$ cat src/rtl/com_bus_arbiter_pkg.sv
// com_bus_arbiter_pkg: shared definitions for the coherence bus arbiter
// (core count, core-index width, FSM encodings, watchdog default).
// The optional ownership watchdog is built only when ARB_TIMEOUT_EN is defined.
package com_bus_arbiter_pkg;

  localparam int ARB_NUM_CORES      = 4;
  localparam int ARB_CORE_W         = $clog2(ARB_NUM_CORES);
  localparam int ARB_TIMEOUT_CYCLES = 64;

  typedef enum logic [1:0] {
    ST_IDLE    = 2'd0,
    ST_OWNED   = 2'd1,
    ST_DRAIN   = 2'd2,
    ST_BACKOFF = 2'd3
  } arb_state_e;

endpackage

$ cat src/rtl/com_bus_arbiter_rr_priority_pick.sv
// rr_priority_pick: combinational circular-priority picker. Starting at
// start_i and walking upward (wrapping), the first set bit of req_i wins.
module rr_priority_pick
  import com_bus_arbiter_pkg::*;
#(
  parameter int N = ARB_NUM_CORES,
  parameter int W = ARB_CORE_W
) (
  input  logic [N-1:0] req_i,
  input  logic [W-1:0] start_i,
  output logic [N-1:0] gnt_o,
  output logic         valid_o
);

  logic [W-1:0] idx_v;
  logic         found_v;

  // Walk the ring from start_i and keep only the first requester seen.
  always_comb begin
    gnt_o   = '0;
    idx_v   = '0;
    found_v = 1'b0;
    for (int k = 0; k < N; k++) begin
      idx_v = W'((int'(start_i) + k) % N);
      if (req_i[idx_v] && !found_v) begin
        gnt_o[idx_v] = 1'b1;
        found_v      = 1'b1;
      end else begin
        found_v = found_v;
      end
    end
  end

  assign valid_o = found_v;

endmodule

$ cat src/rtl/com_bus_arbiter.sv
// com_bus_arbiter: central arbiter of the shared coherence bus. Issues one
// processor-side grant (round-robin, no preemption) and one snoop-side grant
// (circular from owner+1), aggregates invalidation acks and Shared flags.
// Define ARB_TIMEOUT_EN to add the ownership watchdog and BACKOFF state.
module com_bus_arbiter
  import com_bus_arbiter_pkg::*;
#(
  parameter int NUM_CORES      = ARB_NUM_CORES,
  parameter int TIMEOUT_CYCLES = ARB_TIMEOUT_CYCLES
) (
  input  logic                         clk,
  input  logic                         rst,
  input  logic [NUM_CORES-1:0]         Com_Bus_Req_proc,
  output logic [NUM_CORES-1:0]         Com_Bus_Gnt_proc,
  input  logic [NUM_CORES-1:0]         Com_Bus_Req_snoop,
  output logic [NUM_CORES-1:0]         Com_Bus_Gnt_snoop,
  input  logic                         Invalidate,
  input  logic [NUM_CORES-1:0]         Invalidation_done,
  output logic                         All_Invalidation_done,
  input  logic [NUM_CORES-1:0]         Shared_local,
  output logic [NUM_CORES-1:0]         Shared,
  output logic [$clog2(NUM_CORES)-1:0] Bus_owner,
  output logic                         Bus_busy,
  output logic                         Arb_timeout
);

  localparam int CW = $clog2(NUM_CORES);
  localparam logic [NUM_CORES-1:0] ONE_V = {{(NUM_CORES-1){1'b0}}, 1'b1};

  arb_state_e           state_q, state_d;
  logic [CW-1:0]        owner_q, owner_d;
  logic [CW-1:0]        rr_ptr_q, rr_ptr_d;
  logic [NUM_CORES-1:0] gnt_proc_q, gnt_proc_d;
  logic [NUM_CORES-1:0] gnt_snoop_q, gnt_snoop_d;
  logic                 aid_q, aid_d;
`ifdef ARB_TIMEOUT_EN
  localparam int CNT_W = $clog2(TIMEOUT_CYCLES);
  logic [CNT_W-1:0]     cnt_q, cnt_d;
  logic [NUM_CORES-1:0] bk_snoop_q, bk_snoop_d;
  logic                 tmo_q, tmo_d;
`endif

  logic [NUM_CORES-1:0] owner_oh_s;
  logic [CW-1:0]        owner_inc_s;
  logic                 owner_req_s;
  logic                 snoop_act_s;
  logic                 snoop_hold_s;
  logic [NUM_CORES-1:0] snoop_cand_s;
  logic [NUM_CORES-1:0] proc_pick_gnt_s, snoop_pick_gnt_s;
  logic                 proc_pick_vld_s, snoop_pick_vld_s;
  logic [CW-1:0]        proc_pick_idx_s;

  assign owner_oh_s   = ONE_V << owner_q;
  assign owner_inc_s  = (owner_q == CW'(NUM_CORES - 1)) ? '0 : owner_q + CW'(1);
  assign owner_req_s  = |(Com_Bus_Req_proc & owner_oh_s);
  assign snoop_act_s  = |gnt_snoop_q;
  assign snoop_hold_s = |(Com_Bus_Req_snoop & gnt_snoop_q);
  // The owner never competes for its own snoop slot.
  assign snoop_cand_s = Com_Bus_Req_snoop & ~owner_oh_s;

  rr_priority_pick #(.N(NUM_CORES), .W(CW)) u_proc_pick (
    .req_i   (Com_Bus_Req_proc),
    .start_i (rr_ptr_q),
    .gnt_o   (proc_pick_gnt_s),
    .valid_o (proc_pick_vld_s)
  );

  rr_priority_pick #(.N(NUM_CORES), .W(CW)) u_snoop_pick (
    .req_i   (snoop_cand_s),
    .start_i (owner_inc_s),
    .gnt_o   (snoop_pick_gnt_s),
    .valid_o (snoop_pick_vld_s)
  );

  // Convert the proc picker's one-hot result into a core index.
  always_comb begin
    proc_pick_idx_s = '0;
    for (int i = 0; i < NUM_CORES; i++) begin
      if (proc_pick_gnt_s[i]) begin
        proc_pick_idx_s = CW'(i);
      end else begin
        proc_pick_idx_s = proc_pick_idx_s;
      end
    end
  end

  // Acks only count while an owner drives Invalidate; owner's own ack is masked.
  assign aid_d = (state_q == ST_OWNED) && Invalidate && (&(Invalidation_done | owner_oh_s));

  // State register: all arbitration state, cleared synchronously by rst.
  always_ff @(posedge clk) begin
    if (rst) begin
      state_q     <= ST_IDLE;
      owner_q     <= '0;
      rr_ptr_q    <= '0;
      gnt_proc_q  <= '0;
      gnt_snoop_q <= '0;
      aid_q       <= 1'b0;
`ifdef ARB_TIMEOUT_EN
      cnt_q       <= '0;
      bk_snoop_q  <= '0;
      tmo_q       <= 1'b0;
`endif
    end else begin
      state_q     <= state_d;
      owner_q     <= owner_d;
      rr_ptr_q    <= rr_ptr_d;
      gnt_proc_q  <= gnt_proc_d;
      gnt_snoop_q <= gnt_snoop_d;
      aid_q       <= aid_d;
`ifdef ARB_TIMEOUT_EN
      cnt_q       <= cnt_d;
      bk_snoop_q  <= bk_snoop_d;
      tmo_q       <= tmo_d;
`endif
    end
  end

  // Next-state logic: ownership, release, snoop sub-arbitration, drain.
  always_comb begin
    state_d     = state_q;
    owner_d     = owner_q;
    rr_ptr_d    = rr_ptr_q;
    gnt_proc_d  = gnt_proc_q;
    gnt_snoop_d = gnt_snoop_q;
`ifdef ARB_TIMEOUT_EN
    cnt_d       = cnt_q;
    bk_snoop_d  = bk_snoop_q;
    tmo_d       = 1'b0;
`endif
    case (state_q)
      ST_IDLE: begin
        gnt_snoop_d = '0;
        if (proc_pick_vld_s) begin
          owner_d    = proc_pick_idx_s;
          gnt_proc_d = proc_pick_gnt_s;
          state_d    = ST_OWNED;
`ifdef ARB_TIMEOUT_EN
          cnt_d      = '0;
`endif
        end else begin
          state_d = ST_IDLE;
        end
      end
      ST_OWNED: begin
`ifdef ARB_TIMEOUT_EN
        cnt_d = cnt_q + CNT_W'(1);
`endif
        if (!owner_req_s) begin
          // Release beats any snoop request arriving on the same edge.
          gnt_proc_d = '0;
          rr_ptr_d   = owner_inc_s;
          if (snoop_act_s && snoop_hold_s) begin
            state_d = ST_DRAIN;
          end else begin
            gnt_snoop_d = '0;
            state_d     = ST_IDLE;
          end
        end
`ifdef ARB_TIMEOUT_EN
        else if (cnt_q == CNT_W'(TIMEOUT_CYCLES - 1)) begin
          gnt_proc_d  = '0;
          gnt_snoop_d = '0;
          bk_snoop_d  = gnt_snoop_q;
          rr_ptr_d    = owner_inc_s;
          tmo_d       = 1'b1;
          state_d     = ST_BACKOFF;
        end
`endif
        else begin
          // A freshly dropped snoop grant stays low one cycle before re-picking.
          if (snoop_act_s) begin
            gnt_snoop_d = snoop_hold_s ? gnt_snoop_q : '0;
          end else begin
            gnt_snoop_d = snoop_pick_vld_s ? snoop_pick_gnt_s : '0;
          end
        end
      end
      ST_DRAIN: begin
        if (!snoop_hold_s) begin
          gnt_snoop_d = '0;
          state_d     = ST_IDLE;
        end else begin
          state_d = ST_DRAIN;
        end
      end
`ifdef ARB_TIMEOUT_EN
      ST_BACKOFF: begin
        if (!owner_req_s && !(|(Com_Bus_Req_snoop & bk_snoop_q))) begin
          state_d = ST_IDLE;
        end else begin
          state_d = ST_BACKOFF;
        end
      end
`endif
      default: begin
        gnt_proc_d  = '0;
        gnt_snoop_d = '0;
        state_d     = ST_IDLE;
      end
    endcase
  end

  // Output logic: registered grants/flags out, Shared is pure OR of the others.
  always_comb begin
    Com_Bus_Gnt_proc      = gnt_proc_q;
    Com_Bus_Gnt_snoop     = gnt_snoop_q;
    Bus_owner             = owner_q;
    Bus_busy              = (state_q != ST_IDLE);
    All_Invalidation_done = aid_q;
`ifdef ARB_TIMEOUT_EN
    Arb_timeout           = tmo_q;
`else
    Arb_timeout           = 1'b0;
`endif
    Shared                = '0;
    for (int i = 0; i < NUM_CORES; i++) begin
      Shared[i] = |(Shared_local & ~(ONE_V << i));
    end
  end

endmodule

$ cat config.mk
export PLATFORM = sky130hd
export DESIGN_NAME = com_bus_arbiter
export DESIGN_NICKNAME = d
export VERILOG_FILES = /design/src/rtl/com_bus_arbiter_pkg.sv /design/src/rtl/com_bus_arbiter_rr_priority_pick.sv /design/src/rtl/com_bus_arbiter.sv
export SDC_FILE = /design/constraint.sdc
export NUM_CORES = 1
export LEC_CHECK = 0
export BUFFER_PORTS_ARGS = -buffer_cell sky130_fd_sc_hd__buf_2
export CORE_MARGIN = 1
export CORE_UTILIZATION = 34
export CTS_CLUSTER_DIAMETER = 100
export DETAILED_ROUTE_END_ITERATION = 6
export PLACE_DENSITY = 0.52
export SYNTH_ARGS = -nofsm -noshare
export SYNTH_HDL_FRONTEND = slang
export SYNTH_HIERARCHICAL = 1
export SYNTH_SLANG_ARGS = --single-unit
$ cat constraint.sdc
create_clock -name clk -period 4.05 [get_ports clk]
set_input_delay 0.81 -clock clk [delete_from_list [all_inputs] [get_ports clk]]
set_output_delay 0.81 -clock clk [all_outputs]
set_load 0.03 [all_outputs]
Yosys cells after proc, flatten, opt, wreduce, memory -nomap -nowiden
Cells that the tools add are included.

Memories kept: 0. RAM bits: 0. Input port bits: 19. Register bits after elaboration: 15. Output and inout port bits: 17. Memory bits (read-only): 0. Logic and storage cells: 151. Latch bits: 0.

Multiplexer cells: 66. Shift-type cells: 1. Multiply operators: 0. Reductions and logical operators: 36. Add/subtract/negate cells: 7. Equal/unequal tests: 6. Div/mod/pow operators: 0. Bitwise gates (word level): 13. Magnitude comparators: 16.

Operators by type and width (number): $mux W4 (15); $or A4 B4 Y4 (7); $mux W1 (26); $lt A2 B3 Y1 const B (8); $logic_and A1 B1 Y1 (17); $bmux W1 S2 (8); $demux W1 S2 (8); $ge A2 B1 Y1 const B (8); $and A4 B4 Y4 (3); $mux W2 (6); $pmux W4 S3 (1); $reduce_or A3 Y1 (4); $reduce_or A4 Y1 (3); $add A2 B2 Y2 const B (4); $pmux W4 S2 (1); $add A2 B1 Y2 const B (3); $logic_not A1 Y1 (6); $pmux W2 S3 (1); $eq A2 B2 Y1 const B (2); $ne A2 B2 Y1 const B (2); $not A4 Y4 (1); $reduce_and A2 Y1 (2); $reduce_and A4 Y1 (1); $shl A1 B2 Y4 const A (1); 6 further kinds (7).

Longest topological paths before layout
Depth in word-level cells: 19. Gate-level depth with buffers: 13. Gate-level depth less buffers: 12.

Cells and area by module
The synthesis kept the hierarchy.

By module, submodules not included: rr_priority_pick (area an instance 494.2 µm², instances 2, cells each 62); com_bus_arbiter (area an instance 968.4 µm², instances 1, cells each 115).

Worst setup path after synthesis
Ideal clock, no wire load.

Path type: register to register. From: register owner_q[0], in the netlist Bus_owner[0]. To: register gnt_snoop_q[2], in the netlist Com_Bus_Gnt_snoop[2]. Data arrival time: 2.957 ns. Setup slack: 0.973 ns. Cell stages (with the launch flop): 13. Path buffers: 1. Period minus slack after synthesis: 3.077 ns. Setup time: 0.120 ns. Path through: dfxtp_1 -> inv_1 -> ha_1 -> clkbuf_1 -> inv_1 -> ha_1 -> mux2i_1 -> mux2_2 -> a211oi_1 -> o2bb2ai_1 -> and4_1 -> a22oi_1 -> nand2_1.

Elaborated cells on any way between the ends: 61.

RTL lines: start, declared (line com_bus_arbiter.sv:31) `logic [CW-1:0] owner_q, owner_d;`; start signal, assigned (line com_bus_arbiter.sv:106) `owner_q <= owner_d;`; $add A2 B1 Y2 or $eq A2 B2 Y1 (tied branches) (line com_bus_arbiter.sv:54) `assign owner_inc_s = (owner_q == CW'(NUM_CORES - 1)) ? '0 : owner_q + CW'(1);`; $mux W2 * (line com_bus_arbiter.sv:54); net owner_inc_s[1] (line com_bus_arbiter.sv:44) `logic [CW-1:0] owner_inc_s;`; branches (longest 11 deep; another with $lt A2 B3 Y1); $mux W4 * (line com_bus_arbiter_rr_priority_pick.sv:25) `if (req_i[idx_v] && !found_v) begin`; net snoop_pick_gnt_s[2] (line com_bus_arbiter.sv:49) `logic [NUM_CORES-1:0] proc_pick_gnt_s, snoop_pick_gnt_s;`; $mux W4 * (line com_bus_arbiter.sv:175) `gnt_snoop_d = snoop_pick_vld_s ? snoop_pick_gnt_s : '0;`; $mux W4 * (line com_bus_arbiter.sv:172) `if (snoop_act_s) begin`; $mux W4 * (line com_bus_arbiter.sv:149) `if (!owner_req_s) begin`; $pmux W4 S2 * (line com_bus_arbiter.sv:131) `case (state_q)`; end signal, assigned (line com_bus_arbiter.sv:109) `gnt_snoop_q <= gnt_snoop_d;`; end, declared (line com_bus_arbiter.sv:34) `logic [NUM_CORES-1:0] gnt_snoop_q, gnt_snoop_d;`.

Mark *: on every way through the listed nets, which the timed path passes. The select of a mux whose other input is x is not followed. A chain may end at the register's enable or synchronous reset.

Worst setup path after layout
Ends and elaborated chain as after synthesis.

==> qor.yml <==
grt_max_degree: 23
grt_overflow: 0
hold_class: "reg -> reg"
synth_top_area_frac: 0.1535
rsz0062_at_grt: "false"
p_seq_frac: 0.172
clock_power_share: 0.116
tightest_slew_ns: 0.7729
hpwl_um: 3783
synth_most_common_cell: "ha_1"
fin_nets: 305
ys_top_cells_by_count: "20 x ha_1, 18 x nand2_1, 16 x nor2_1"
slew_headroom: 0.4836
grt_pass1_wl_um: 8286
synth.distinct_cells: 47
highest_layer: "met4"
antenna_left: 0
rr_startpoint: "Bus_owner[0]"
ir_drop_uv: 135.7
yosys.area_share.adder: 0.1279
io_pins: 36
power_density_nw_per_um2: 502.7
cp-startpoint: "Bus_owner[0]"
setup_viol: 0
totalPowerFinal_mw: 1.102
cp_max_fo: 11
met3WireLength_um: 251
swShare: 0.5010
cts_tree: "done"
finish.utilization: 0.3957
wl_um: 4876
setup_tns_ns: 0
grt.total_usage: 0.1708
wl_met1_um: 2396
clock_path_buffers: 2
fin_area_um2: 2192
path_class: "reg -> reg"
avgRoutedWirePerCell_um: 14.47
yosysWarnings: 6
worstSetupEndpointType: "flip-flop"
design.core.area_um2: 5540
num_vias: 1872
synth_top_area_cell: "dfxtp_1"
final-seq-area_um2: 300.3
internal-power_mw: 0.5499
cap_violations: 0
drcViolationCount: 0
die_x_um: 77.87
drt-initial-drc-count: 155
skew_ns: 0.005360
status: "complete, no violations"
reg2reg_depth: 11
ys_seq_area_frac: 0.1535
cts_num_sinks: 15
fillers: 581
ys_ff_latch: 15
hold_depth: 2
n_antenna_cell: 0
grt_pass1_vias: 1774
synth_edf_count: 0
reg2reg_to: "Com_Bus_Gnt_snoop[2]"
cts_hold_buf: 0
postCtsSetupBuffers: 0
finalCriticalPeriod_ns: 3.029
power.static_leakage_nw: 0.8942
yosys.area_share.simple: 0.2596
synthCells: 239
clk-insertion-delay-late_ns: 0.26
min_period_over_period: 0.7478
syn-num-nets: 278
start_util: 0.3532
synthMuxAreaShare: 0.1240
hold_viol: 0
ys_async_sr_fraction: 0
fmax_mhz: 330.2
synth-compound-area-share: 0.2602
die_area_um2: 6063
power_switching_mw: 0.5520
synth_ff_type: "dfxtp_1"
synth-xor-area-share: 0
multiInputGateArea_um2: 1514
slew_violations: 0
routabilityCongestion: 0.8926
drive_gt1_frac: 0.2264
drt_pass1_iterations: 4
avgSynthCellArea_um2: 8.188
wl_met2_um: 2150
comb_power_share: 0.711
htree_levels: 1
cts_resized: 0
crit_path_end: "Com_Bus_Gnt_snoop[2]"
r2r_slack_ns: 1.02
place_area_um2: 2146
clk_pin_slew_worst_paths_ns: 0.07
portBuffers: 34
required_ns: 4.20
viasPerCell: 5.555
synth_area_leaders: "dfxtp_1 15%, ha_1 13%, mux2i_1 6.6%, nand2b_1 4.2%, o22ai_1 4.2%"
crit_path_start_kind: "flip-flop"
timing.critical_path.arrival_ns: 3.18
synth_top_family_by_area: "compound AO/OA/AOI/OAI gates"
antenna_found_initial: 0
die_h_um: 77.87
netlist_area_um2: 1957
area_delta_synth_final_pct: 12.02
cts_made_buffers: 3
cts-root-buf: "clkbuf_8"
num_rows: 27
==> placed cells by master, fill, tap and decap left out, types with 2 or more instances in the layout <==
cell	count
a2111o_1	2
a211oi_1	6
a21boi_1	2
a21oi_1	7
a221oi_2	4
a22oi_1	2
a22oi_2	4
a31o_1	4
buf_2	34
buf_4	2
clkbuf_8	3
dfxtp_1	15
ha_1	20
inv_1	15
mux2_2	6
mux2i_1	13
mux4_2	2
nand2_1	18
nand2b_1	13
nand3_1	6
nand3_2	2
nand3b_1	3
nand4b_1	2
nor2_1	16
nor2b_1	6
nor3_1	5
nor4_1	2
o211ai_1	3
o22ai_1	13
o2bb2ai_1	8
o32ai_1	4
or3_1	5
or3b_1	2
or4_1	4
==> registers in the layout, summed over array words and instances (netlist names) <==
register / count
All_Invalidation_done: 1
Com_Bus_Gnt_snoop: 4
rr_ptr_q: 2
Com_Bus_Gnt_proc: 4
Bus_owner: 2
state_q: 2
==> routing by layer <==
metal	GRT usage	up-vias
li1	-	958
met1	0.2291	861
met2	0.2699	46
met3	0.03176	7
met4	0.06226	0
met5	0	-
==> worst max-delay path: stages (launching register included) <==
cell	delay, ns
dfxtp_1	0.39
inv_1	0.10
ha_1	0.56
inv_1	0.12
ha_1	0.37
mux2i_1	0.20
mux2_2	0.36
a211oi_1	0.26
o2bb2ai_1	0.11
and4_1	0.18
a22oi_1	0.19
nand2_1	0.07
==> how the worst min path moves through the flow <==
stage	endpoint	start
floorplan	state_q[1]	state_q[1]
global placement	Com_Bus_Gnt_proc[0]	Com_Bus_Gnt_proc[0]
detailed placement	Com_Bus_Gnt_proc[1]	Com_Bus_Gnt_proc[1]
CTS	Com_Bus_Gnt_proc[1]	Com_Bus_Gnt_proc[1]
global route	Com_Bus_Gnt_proc[0]	Com_Bus_Gnt_proc[0]
finish	Com_Bus_Gnt_proc[1]	Com_Bus_Gnt_proc[1]
==> cell type report <==
cell class | count | area share
Clock buffer | 3 | 0.01884
Clock inverter | 1 | 0.002283
Inverter | 15 | 0.02568
Multi-Input combinational cell | 195 | 0.6906
Sequential cell | 15 | 0.1370
Tap cell | 72 | 0.04110
Timing Repair Buffer | 36 | 0.08448
==> through the flow <==
stage | setup slack, ns | hold slack, ns | instances
floorplan | 0.9730 | 0.4647 | 239
global placement | 1.154 | 0.4686 | 333
detailed placement | 1.059 | 0.4645 | 333
CTS | 1.054 | 0.4756 | 337
global route | 0.7815 | 0.5090 | 337
finish | 1.021 | 0.4757 | 337
==> power by group through the flow <==
stage / sequential, mW / clock [mW] / combinational (mW)
global route: 0.194 / 0.140 / 0.866
floorplan: 0.220 / 0 / 0.607
CTS: 0.190 / 0.135 / 0.778
global placement: 0.193 / 0 / 0.782
finish: 0.190 / 0.128 / 0.784
detailed placement: 0.194 / 0 / 0.776
==> cells by family after synthesis <==
kind of cell,after synthesis
and+or+nand+nor,91
AOI/OAI and AO/OA,62
buffers and inverters,29
muxes,21
adders and majority gates,20
DFF,15
other,1
No activity file was read; power rests on OpenSTA's default activity.
